--- src/rtl/aes_master_pkg.sv ---
// Shared definitions for the AES Avalon-MM master: slave register map,
// control/status bit positions and the sequencer state encoding.
package aes_master_pkg;

  localparam logic [7:0] ADDR_CTRL   = 8'h08;
  localparam logic [7:0] ADDR_STATUS = 8'h09;
  localparam logic [7:0] ADDR_CONFIG = 8'h0A;
  localparam logic [7:0] ADDR_KEY    = 8'h10;
  localparam logic [7:0] ADDR_BLOCK  = 8'h20;
  localparam logic [7:0] ADDR_RESULT = 8'h30;

  localparam int CTRL_INIT_BIT    = 0;
  localparam int CTRL_NEXT_BIT    = 1;
  localparam int STATUS_READY_BIT = 0;
  localparam int STATUS_VALID_BIT = 1;
  localparam int CFG_ENCDEC_BIT   = 0;
  localparam int CFG_KEYLEN_BIT   = 1;

  typedef enum logic [3:0] {
    S_IDLE,
    S_WR_KEY,
    S_WR_CFG,
    S_WR_INIT,
    S_GAP1,
    S_POLL_READY,
    S_WR_BLOCK,
    S_WR_NEXT,
    S_GAP2,
    S_POLL_VALID,
    S_RD_RESULT,
    S_DONE
  } state_e;

endpackage

--- src/rtl/aes_avalon_master.sv ---
// Avalon-MM master that sequences one AES block operation on a memory-mapped AES core.
// Optional key cache enabled by defining AES_MASTER_KEY_CACHE_EN.
//
// state        | meaning
// S_IDLE       | waiting for iStart
// S_WR_KEY     | writing 8 key words, MSB word first
// S_WR_CFG     | writing encdec/keylen
// S_WR_INIT    | CTRL.init pulse
// S_GAP1       | idle bus cycle before ready polling
// S_POLL_READY | 2-cycle status reads until ready
// S_WR_BLOCK   | writing 4 block words
// S_WR_NEXT    | CTRL.next pulse
// S_GAP2       | idle bus cycle before valid polling
// S_POLL_VALID | 2-cycle status reads until valid
// S_RD_RESULT  | 4 two-cycle result reads
// S_DONE       | oDone pulse, oError qualified
module aes_avalon_master
  import aes_master_pkg::*;
#(
  parameter int POLL_LIMIT = 1023
) (
  input  logic         iClk,
  input  logic         iReset_n,
  input  logic         iStart,
  input  logic         iEncdec,
  input  logic         iKeylen,
  input  logic [255:0] iKey,
  input  logic [127:0] iBlock,
  output logic         oBusy,
  output logic         oDone,
  output logic         oError,
  output logic [127:0] oResult,
  output logic         oChipselect,
  output logic         oWrite,
  output logic         oRead,
  output logic [7:0]   oAddress,
  output logic [31:0]  oWrite_data,
  input  logic [31:0]  iRead_data
);

  localparam int PCW = $clog2(POLL_LIMIT + 1);

  state_e         state_q, state_d;
  logic [2:0]     idx_q, idx_d;
  logic           rd_ph_q, rd_ph_d;
  logic [PCW-1:0] poll_q, poll_d;
  logic [255:0]   key_q, key_d;
  logic [127:0]   blk_q, blk_d;
  logic           encdec_q, encdec_d;
  logic           keylen_q, keylen_d;
  logic [95:0]    rbuf_q, rbuf_d;
  logic [127:0]   result_q, result_d;
  logic           err_q, err_d;
  logic           skip_q, skip_d;

  logic           hit;
  logic           ready_ok;
  logic           timeout;
  logic           poll_bit;
  logic           cs, wr, rd, done;
  logic [7:0]     addr;
  logic [31:0]    wdata;

  always_ff @(posedge iClk or negedge iReset_n) begin
    if (!iReset_n) begin
      state_q  <= S_IDLE;
      idx_q    <= '0;
      rd_ph_q  <= 1'b0;
      poll_q   <= '0;
      key_q    <= '0;
      blk_q    <= '0;
      encdec_q <= 1'b0;
      keylen_q <= 1'b0;
      rbuf_q   <= '0;
      result_q <= '0;
      err_q    <= 1'b0;
      skip_q   <= 1'b0;
    end else begin
      state_q  <= state_d;
      idx_q    <= idx_d;
      rd_ph_q  <= rd_ph_d;
      poll_q   <= poll_d;
      key_q    <= key_d;
      blk_q    <= blk_d;
      encdec_q <= encdec_d;
      keylen_q <= keylen_d;
      rbuf_q   <= rbuf_d;
      result_q <= result_d;
      err_q    <= err_d;
      skip_q   <= skip_d;
    end
  end

  // Key and block are rotated one word per write so the outgoing word is always the top slice.
  always_comb begin
    state_d  = state_q;
    idx_d    = idx_q;
    rd_ph_d  = rd_ph_q;
    poll_d   = poll_q;
    key_d    = key_q;
    blk_d    = blk_q;
    encdec_d = encdec_q;
    keylen_d = keylen_q;
    rbuf_d   = rbuf_q;
    result_d = result_q;
    err_d    = err_q;
    skip_d   = skip_q;
    ready_ok = 1'b0;
    timeout  = 1'b0;
    poll_bit = 1'b0;
    cs       = 1'b0;
    wr       = 1'b0;
    rd       = 1'b0;
    done     = 1'b0;
    addr     = '0;
    wdata    = '0;

    unique case (state_q)
      S_IDLE: begin
        if (iStart) begin
          key_d    = iKey;
          blk_d    = iBlock;
          encdec_d = iEncdec;
          keylen_d = iKeylen;
          err_d    = 1'b0;
          idx_d    = '0;
          skip_d   = hit;
          state_d  = hit ? S_WR_CFG : S_WR_KEY;
        end
      end
      S_WR_KEY: begin
        cs    = 1'b1;
        wr    = 1'b1;
        addr  = ADDR_KEY + {5'd0, idx_q};
        wdata = key_q[255:224];
        key_d = {key_q[223:0], key_q[255:224]};
        idx_d = idx_q + 3'd1;
        if (idx_q == 3'd7) state_d = S_WR_CFG;
      end
      S_WR_CFG: begin
        cs    = 1'b1;
        wr    = 1'b1;
        addr  = ADDR_CONFIG;
        wdata[CFG_ENCDEC_BIT] = encdec_q;
        wdata[CFG_KEYLEN_BIT] = keylen_q;
        state_d = skip_q ? S_WR_BLOCK : S_WR_INIT;
      end
      S_WR_INIT: begin
        cs    = 1'b1;
        wr    = 1'b1;
        addr  = ADDR_CTRL;
        wdata[CTRL_INIT_BIT] = 1'b1;
        state_d = S_GAP1;
      end
      S_GAP1: begin
        poll_d  = '0;
        rd_ph_d = 1'b0;
        state_d = S_POLL_READY;
      end
      S_POLL_READY, S_POLL_VALID: begin
        cs      = 1'b1;
        rd      = !rd_ph_q;
        addr    = ADDR_STATUS;
        rd_ph_d = !rd_ph_q;
        poll_bit = (state_q == S_POLL_READY) ? iRead_data[STATUS_READY_BIT]
                                             : iRead_data[STATUS_VALID_BIT];
        if (rd_ph_q) begin
          if (poll_bit) begin
            ready_ok = (state_q == S_POLL_READY);
            state_d  = (state_q == S_POLL_READY) ? S_WR_BLOCK : S_RD_RESULT;
          end else if (poll_q == PCW'(POLL_LIMIT - 1)) begin
            timeout = 1'b1;
            err_d   = 1'b1;
            state_d = S_DONE;
          end else begin
            poll_d = poll_q + 1'b1;
          end
        end
      end
      S_WR_BLOCK: begin
        cs    = 1'b1;
        wr    = 1'b1;
        addr  = ADDR_BLOCK + {5'd0, idx_q};
        wdata = blk_q[127:96];
        blk_d = {blk_q[95:0], blk_q[127:96]};
        idx_d = idx_q + 3'd1;
        if (idx_q == 3'd3) begin
          idx_d   = '0;
          state_d = S_WR_NEXT;
        end
      end
      S_WR_NEXT: begin
        cs    = 1'b1;
        wr    = 1'b1;
        addr  = ADDR_CTRL;
        wdata[CTRL_NEXT_BIT] = 1'b1;
        state_d = S_GAP2;
      end
      S_GAP2: begin
        poll_d  = '0;
        rd_ph_d = 1'b0;
        state_d = S_POLL_VALID;
      end
      S_RD_RESULT: begin
        cs      = 1'b1;
        rd      = !rd_ph_q;
        addr    = ADDR_RESULT + {5'd0, idx_q};
        rd_ph_d = !rd_ph_q;
        if (rd_ph_q) begin
          idx_d = idx_q + 3'd1;
          // Commit only on the last word so oResult stays stable until oDone.
          if (idx_q == 3'd3) begin
            result_d = {rbuf_q, iRead_data};
            state_d  = S_DONE;
          end else begin
            rbuf_d = {rbuf_q[63:0], iRead_data};
          end
        end
      end
      S_DONE: begin
        done    = 1'b1;
        state_d = S_IDLE;
      end
      default: state_d = S_IDLE;
    endcase
  end

`ifdef AES_MASTER_KEY_CACHE_EN
  logic         cache_vld_q, cache_vld_d;
  logic         cache_keylen_q, cache_keylen_d;
  logic [255:0] cache_key_q, cache_key_d;

  assign hit = cache_vld_q && (cache_key_q == iKey) && (cache_keylen_q == iKeylen);

  always_comb begin
    cache_vld_d    = cache_vld_q;
    cache_key_d    = cache_key_q;
    cache_keylen_d = cache_keylen_q;
    if (timeout) begin
      cache_vld_d = 1'b0;
    end else if (ready_ok) begin
      cache_vld_d    = 1'b1;
      cache_key_d    = key_q;
      cache_keylen_d = keylen_q;
    end
  end

  always_ff @(posedge iClk or negedge iReset_n) begin
    if (!iReset_n) begin
      cache_vld_q    <= 1'b0;
      cache_key_q    <= '0;
      cache_keylen_q <= 1'b0;
    end else begin
      cache_vld_q    <= cache_vld_d;
      cache_key_q    <= cache_key_d;
      cache_keylen_q <= cache_keylen_d;
    end
  end
`else
  assign hit = 1'b0;
`endif

  assign oBusy       = (state_q != S_IDLE);
  assign oDone       = done;
  assign oError      = done & err_q;
  assign oResult     = result_q;
  assign oChipselect = cs;
  assign oWrite      = wr;
  assign oRead       = rd;
  assign oAddress    = addr;
  assign oWrite_data = wdata;

endmodule

--- config.mk ---
export PLATFORM = sky130hd
export DESIGN_NAME = aes_avalon_master
export DESIGN_NICKNAME = d
export VERILOG_FILES = /design/src/rtl/aes_master_pkg.sv /design/src/rtl/aes_avalon_master.sv
export SDC_FILE = /design/constraint.sdc
export NUM_CORES = 1
export LEC_CHECK = 0
export BUFFER_PORTS_ARGS = -buffer_cell sky130_fd_sc_hd__buf_2
export CORE_ASPECT_RATIO = 0.8
export CORE_UTILIZATION = 49
export DETAILED_ROUTE_END_ITERATION = 16
export GPL_TIMING_DRIVEN = 0
export PLACE_DENSITY = 0.77
export SLEW_MARGIN = 10
export SYNTH_ARGS = -nofsm -noshare
export SYNTH_HDL_FRONTEND = slang
export SYNTH_SLANG_ARGS = --single-unit
--- constraint.sdc ---
create_clock -name iClk -period 1.8 [get_ports iClk]
set_input_delay 0.36 -clock iClk [delete_from_list [all_inputs] [get_ports iClk]]
set_output_delay 0.36 -clock iClk [all_outputs]
set_load 0.1 [all_outputs]
# == Word-level counts from Yosys, hierarchy flattened ==
# Cells that the tools add are included.
# totals
reg_bits,629
inputBits,421
out_inout_bits,174
wordCells,103
# classes
add_sub_neg,5
n_eq_ne,24
mux,37
n_bitwise,2
reduce_logical,24
# op_table
op,n
$pmux W256 S2,1
$mux W256,1
$pmux W128 S2,1
$mux W128,1
$pmux W30 S2,1
$pmux W7 S6,1
$pmux W4 S10,1
$mux W4,9
$mux W10,3
$pmux W10 S2,1
$ne A2 B2 Y1 const B,9
$eq A4 B3 Y1 const B,4
$eq A4 B4 Y1 const B,4
$add A6 B3 Y7 const A,2
$pmux W3 S4,1
$add A10 B1 Y10 const B,1
$eq A10 B10 Y1 const B,1
$reduce_bool A2 Y1,5
$mux W1,9
$mux W3,3
$reduce_and A3 Y1,3
$eq A4 B2 Y1 const B,2
$pmux W1 S4,2
$reduce_bool A4 Y1,2
19 further kinds,24

# == Longest topological paths before layout ==
# Gate-level depths: netlist of run 1.
# logic_depth
ltp_word,5
mapped_depth,8
depth_no_buf,6

# == Worst setup path before layout of run 1 ==
# OpenSTA, ideal clock, no wires.
# synth_path
kind,reg2out
from,register state_q[1]
to,output oAddress[2]
arrival_ps,3477
path_slack_ps,-2037
path_stages_with_launch,5
n_path_buf,1
path_cell_list,dfrtp_1 -> buf_2 -> or3b_2 -> a21oi_1 -> o211a_1
# synth_via
elab_chain_len,3
# synth_lines
item,line_no,text
from (decl),aes_avalon_master.sv:43,"state_e state_q, state_d;"
from (signal assigned),aes_avalon_master.sv:79,state_q <= state_d;
$eq A4 B2 Y1 (tied with other cells),aes_avalon_master.sv:118,unique case (state_q)
"$reduce_or A2 Y1, on equally long branches",--,
$pmux W7 S6 *,aes_avalon_master.sv:118,
to (decl),aes_avalon_master.sv:36,"output logic [7:0] oAddress,"
# Mark *: on every way between the ends. The rest lies on a longest branch, timed or not.

# == Worst setup path in the final report of run 1 ==
# layout_path
from,register state_q[3]
to,output oWrite_data[5]
# layout_via
elab_chain_len,2
# layout_lines
item,line_no,text
$eq A4 B3 Y1 / $eq A4 B1 Y1 (equally long branches),aes_avalon_master.sv:118,
$pmux W30 S2 *,aes_avalon_master.sv:118,
to (decl),aes_avalon_master.sv:37,"output logic [31:0] oWrite_data,"
# Marked as above.

==> impl_metrics.json, run 1 <==
{
  "drt_wl_total_mm": 102,
  "r2r_start": "state_q[0]",
  "intPower_mw": 38.4,
  "ant_nets": 0,
  "relSlewSlack": 0.465,
  "grt_pass1_wl_mm": 145,
  "clock-sinks": 629,
  "finalCritPeriodShare": 1.52,
  "finalCriticalPeriod_ns": 2.73,
  "cp_top_family": "simple AND/OR/NAND/NOR gates",
  "power.total_mw": 62.9,
  "p_sw_frac": 0.390,
  "hold_violations": 0,
  "hold_path_class": "input port to flip-flop",
  "cts_buffer_depth": 3,
  "grt_start_max_net_pins": 117,
  "start_util": 0.497,
  "rsz0062_at_grt": "yes",
  "avgSynthCellArea_sq_um": 11.5,
  "fin_util": 0.721,
  "critical_path.max_fanout": 6,
  "via_per_inst": 5.66,
  "fmax_mhz": 366,
  "core_sq_um": 55400,
  "finalClockSkew_ns": 0.0262,
  "worstSetupPathType": "flip-flop to output pin",
  "violations": "negative setup slack",
  "overflow": 0,
  "htree_levels": 2,
  "multi_input_area_sq_um": 12300,
  "post-route-drc-count": 0,
  "vias": 23500,
  "final_area_sq_um": 39900,
  "wl_per_cell_um": 24.7,
  "num_io_pins": 595,
  "comb_power_share": 0.415,
  "crit_path_max_incr_delay_ns": 0.45,
  "synthFlopType": "dfrtp_1",
  "drive_gt1_frac": 0.403,
  "finalSetupViolCount": 888,
  "clockRootBuffer": "clkbuf_16",
  "leakage_nw": 18.2,
  "synth.distinct_cells": 62,
  "die_y_um": 214,
  "nNetsFinal": 3728,
  "p_sw_mw": 24.6,
  "ys_warn_count": 0,
  "seqPwrFrac": 0.372,
  "die_w_um": 267,
  "placed_cell_area_sq_um": 32300,
  "arrival_ns": 2.37,
  "synth_cells": 2383,
  "antenna_found_initial": 49,
  "portBuffers": 592,
  "drtIter0Drc": 2292,
  "cts_tree": "done",
  "ir_drop_mv": 1.05,
  "hpwl_mm": 70.6,
  "synth_seq_cells": 629,
  "async_reset_ff_frac": 1.00,
  "synth-edff-count": 0,
  "max_cap_violations": 0,
  "status": "finished, violations left",
  "crit_path_start_kind": "flip-flop",
  "startpoint": "state_q[3]",
  "insertion_delay_ns": 0.65,
  "die_area_sq_um": 57100,
  "fillCellCount": 3729,
  "drt_pass1_iterations": 5,
  "critPathSlowestCell": "dfrtp_2",
  "power_frac_clock": 0.213,
  "cpMostUsedCell": "buf_12",
  "cts_buffers": 61,
  "track_usage": 0.339,
  "timing.hold.ws_ns": 0.00396,
  "drv_slew": 0,
  "hp-start": "iKey[139]",
  "syn_area_sq_um": 27500,
  "worst_slack_ns": -0.929,
  "synth-seq-area-share": 0.572,
  "path_buf_inv": 4,
  "worstPathRequired_ns": 1.44,
  "syn_to_final_growth_pct": 45.1,
  "dp_cells": 3732,
  "clk_pin_slew_worst_paths_ns": 0.07,
  "rows": 77,
  "grt_pass1_vias": 23500,
  "regArea_sq_um": 15700,
  "stdcell_count": 4147,
  "path_cells": "or2b_4 -> nor2_4 -> buf_6 -> buf_8 -> buf_12 -> nand2_2 -> nand2_8 -> buf_12",
  "p_per_area_nw_per_um2": 1580,
  "cp-end-kind": "output pin",
  "gp_congestion": 0.923,
  "worst_pin_slew_ns": 0.796
}
-- power groups by stage --
| stage | registers, mW | clock network, mW | logic [mW] |
|---|---|---|---|
| after floorplan | 21.8 | 0 | 13.6 |
| after global placement | 22.6 | 0 | 18.0 |
| after detailed placement | 22.8 | 0 | 18.7 |
| after CTS | 23.0 | 13.5 | 23.2 |
| after global routing | 23.9 | 14.1 | 27.6 |
| final | 23.4 | 13.4 | 26.1 |
-- cell usage after synthesis, drive strengths merged (2+ instances only) --
master | n | area, sq um
ha | 6 | 75.1
nand2b | 5 | 31.3
and3 | 4 | 25.0
o32ai | 2 | 17.5
and2 | 3 | 18.8
nand3b | 3 | 26.3
dfrtp | 629 | 15700
a31oi | 2 | 12.5
nand2 | 487 | 1830
a21oi | 13 | 65.1
nand3 | 32 | 160
buf | 109 | 743
o21ai | 369 | 1850
mux2i | 363 | 3630
or4 | 3 | 22.5
o31ai | 4 | 30.0
nor2b | 2 | 12.5
o21a | 2 | 15.0
or3b | 2 | 17.5
nor4 | 2 | 12.5
nor3 | 5 | 25.0
a22oi | 5 | 37.5
nor3b | 4 | 52.6
inv | 10 | 37.5
mux2 | 225 | 2530
nor2 | 9 | 41.3
clkbuf | 56 | 210
-- worst paths after layout --
path	endpoint	slack (ns)	cells after the start
min	key_q[139]	0.004	3
max	oWrite_data[5]	-0.93	8
max reg2reg	key_q[43]	-0.68	13
min reg2reg	poll_q[5]	0.48	1
max in group asynchronous	blk_q[111]	-0.55	5
min in group asynchronous	rbuf_q[27]	0.28	2
-- worst reg2reg max path, stage by stage (launching register included) --
cell and delay, ns:
dfrtp_2 0.44, buf_6 0.13, buf_6 0.10, buf_6 0.10, buf_6 0.11, nor2_4 0.20, and3_4 0.27, buf_12 0.13
buf_12 0.11, buf_12 0.15, buf_4 0.14, clkbuf_16 0.14, mux2i_1 0.24, o21ai_1 0.10
-- per-stage QoR --
step / TNS [ns] / worst slack (ns)
floorplan: -12.56 / -0.613
global placement: -8015.44 / -12.36
detailed placement: -375.89 / -1.72
CTS: -266.19 / -0.932
global route: -494.12 / -0.992
finish: -357.31 / -0.929
-- final cells by class --
type	instances	area share
multi-input combinational	1580	0.308
timing repair buffer	856	0.170
tap	750	0.0235
buffer	163	0.0476
antenna	44	0.00276
inverter	10	0.00103
clock inverter	25	0.00667
clock buffer	90	0.0455
sequential	629	0.394
-- registers in the layout, summed over array words and instances (netlist names), 3 cells and up --
register / cells
poll_q: 10
blk_q: 128
state_q: 4
idx_q: 3
oResult: 128
rbuf_q: 96
key_q: 256
-- cell usage in the layout, fill, tap and decap left out, types with 5 or more instances in the layout --
cell type	instances
nand2_8	60
nand2_4	12
nand2_1	397
nor2_4	5
clkbuf_8	23
o21ai_1	142
ha_1	6
diode_2	44
inv_1	9
nand3_1	29
buf_16	14
nand2_2	18
clkbuf_2	15
dfrtp_1	625
o21ai_0	221
a22oi_1	5
clkinv_2	14
buf_2	569
buf_12	97
clkbuf_16	88
buf_8	18
clkbuf_1	36
dlygate4sd3_1	116
mux2_2	210
mux2i_2	12
buf_4	77
clkbuf_4	6
buf_6	50
a21oi_1	9
mux2_1	14
mux2i_1	347
-- logic make-up after synthesis --
logic type | synth area share
flops | 0.572
mux | 0.224
simple gates | 0.0859
compound gates | 0.0781
buf+inv | 0.0360
fa+ha+maj | 0.00309
xor+xnor | 0.000637
other cells | 0.000136
-- timing repair --
action	in CTS	in global routing
endpoints found under the hold margin	379	234
setup endpoints to repair	765	1186
resized for setup	469	316
pin swaps	39	32
cloned	8	21
setup buffers	62	52
hold buffers	116	1
-- per-layer routing --
metal  global-route usage  part of all wire
met1                0.461              0.40
met3               0.0636             0.083
met5                    0           0.00074
met4                0.148             0.044
met2                0.530              0.47
No activity file was read; power rests on OpenSTA's default activity.
==> run 2, diff against run 1 <==
--- a/config.mk
+++ b/config.mk
@@ -10,7 +10,7 @@
 export CORE_UTILIZATION = 49
 export DETAILED_ROUTE_END_ITERATION = 16
 export GPL_TIMING_DRIVEN = 0
-export PLACE_DENSITY = 0.77
+export PLACE_DENSITY = 0.78
 export SLEW_MARGIN = 10
 export SYNTH_ARGS = -nofsm -noshare
 export SYNTH_HDL_FRONTEND = slang
==> run 2 against run 1 <==
Net effect:
- the run ends with negative hold slack, negative setup slack left
- register-to-register slack improved by 0.22 ns
- cell count is 0.92% higher
- non-clock buffer count up 41
- worst setup slack better by 0.039 ns
- die area did not move
- critical endpoint is now oWrite_data[13]
- largest power group unchanged
- highest routed layer unchanged
==> impl_metrics.json, run 2 (synthesis results as in run 1) <==
{
  "cp-end-kind": "output pin",
  "nNetsFinal": 3769,
  "post-route-drc-count": 0,
  "status": "finished, violations left",
  "die_area_sq_um": 57100,
  "syn_to_final_growth_pct": 48.0,
  "critical_path.max_fanout": 6,
  "crit_path_start_kind": "flip-flop",
  "power.total_mw": 64.5,
  "placed_cell_area_sq_um": 32300,
  "portBuffers": 592,
  "clockRootBuffer": "clkbuf_16",
  "hold_buffers": 102,
  "max_cap_violations": 0,
  "violations": "negative hold slack, negative setup slack",
  "fmax_mhz": 372,
  "htree_levels": 2,
  "layout_common_cells": "dfrtp_1 (626), buf_2 (571), nand2_1 (400), mux2i_1 (322), o21ai_1 (288)",
  "worstSetupPathType": "flip-flop to output pin",
  "drt_wl_total_mm": 106,
  "num_io_pins": 595,
  "via_per_inst": 5.76,
  "finalCriticalPeriod_ns": 2.69,
  "gp_congestion": 0.947,
  "layout_commonest_cell": "dfrtp_1",
  "vias": 24100,
  "finalClockSkew_ns": 0.0342,
  "drv_slew": 0,
  "finalSetupViolCount": 670,
  "regArea_sq_um": 15700,
  "worst_slack_ns": -0.890,
  "track_usage": 0.341,
  "hold_violations": 99,
  "multi_input_area_sq_um": 12500,
  "rows": 77,
  "die_y_um": 214,
  "arrival_ns": 2.33,
  "start_util": 0.497,
  "cts_buffer_depth": 3,
  "cts_buffers": 61,
  "die_w_um": 267,
  "rsz0062_at_grt": "yes",
  "largest_reg_flops": 256,
  "drive_gt1_frac": 0.426,
  "grt_start_max_net_pins": 118,
  "r2r_start": "state_q[3]",
  "worstPathRequired_ns": 1.44,
  "hold_path_class": "input port to asynchronous set/reset pin",
  "fillCellCount": 3553,
  "startpoint": "state_q[3]",
  "cts_tree": "done",
  "ir_drop_mv": 1.28,
  "hpwl_mm": 72.2,
  "ant_nets": 0,
  "wl_per_cell_um": 25.4,
  "relSlewSlack": 0.435,
  "leakage_nw": 18.6,
  "p_per_area_nw_per_um2": 1580,
  "insertion_delay_ns": 0.64,
  "largest_register": "key_q",
  "fin_util": 0.735,
  "timing.hold.ws_ns": -0.200,
  "finalCritPeriodShare": 1.49,
  "grt_pass1_wl_mm": 146,
  "grt_pass1_vias": 23600,
  "core_sq_um": 55400,
  "overflow": 0,
  "drt_pass1_iterations": 6,
  "worst_pin_slew_ns": 0.841,
  "final_area_sq_um": 40700,
  "clock-sinks": 629,
  "drtIter0Drc": 2359,
  "antenna_found_initial": 52,
  "clk_pin_slew_worst_paths_ns": 0.06
}
run 2: timing repair:
action / in CTS / in global routing
gates resized for setup: 396 / 619
pin swaps: 44 / 43
hold endpoints to repair: 227 / 97
cloned: 4 / 44
buffers inserted: 50 / 98
endpoints found under the setup margin: 742 / 760
run 2: worst paths after layout:
kind | end | slack, ns | cells after the start
setup / recovery | oWrite_data[13] | -0.89 | 8
max in group asynchronous | blk_q[27] | 0.41 | 3
hold / removal | key_q[73] | -0.20 | 1
min in group iClk | blk_q[53] | -0.01 | 3
hold reg to reg | key_q[113] | 0.49 | 2
setup reg to reg | key_q[42] | -0.46 | 11
run 2: layout make-up:
type | instances | share of cell area
flip-flops and latches | 629 | 0.387
multi-input cells | 1580 | 0.307
repair buffers | 895 | 0.181
plain buffers | 165 | 0.0476
clock buffers | 86 | 0.0438
well taps | 750 | 0.0230
clock inverters | 27 | 0.00765
diodes | 43 | 0.00264
inverters | 10 | 0.00101
run 2: critical path: stages, from the launching register on:
cell and delay, ns:
dfrtp_2 0.46, or2b_4 0.30, nor2_4 0.13, buf_6 0.15, buf_12 0.14, buf_16 0.17, nand2_4 0.09, nand2_8 0.09
buf_12 0.17
run 2: power breakdown:
group / internal (mW) / leakage (nW) / switching, mW
clock: 7.65 / 1.03 / 5.85
combinational: 12.2 / 9.59 / 15.2
sequential: 19.3 / 8.01 / 4.31
run 2: metal layers:
| layer | vias to the layer above | global-route usage | part of all wire |
|---|---|---|---|
| met5 | - | 0 | 0.00092 |
| met4 | 16 | 0.155 | 0.051 |
| met3 | 305 | 0.0652 | 0.088 |
| met2 | 1389 | 0.532 | 0.47 |
| met1 | 12100 | 0.463 | 0.39 |
| li1 | 10300 | - | - |
run 2: through the flow:
step           hold WS [ns]  setup TNS (ns)  std cells  worst slack, ns
6_report             -0.200         -233.79       4185           -0.890
3_3_place_gp          0.456        -8008.19       3726           -12.30
3_5_place_dp          0.469         -390.38       3731            -1.67
5_1_grt              -0.148         -279.94       4178           -0.940
2_1_floorplan        0.0644          -12.56       2384           -0.613
4_1_cts              -0.194         -251.73       4000           -0.884
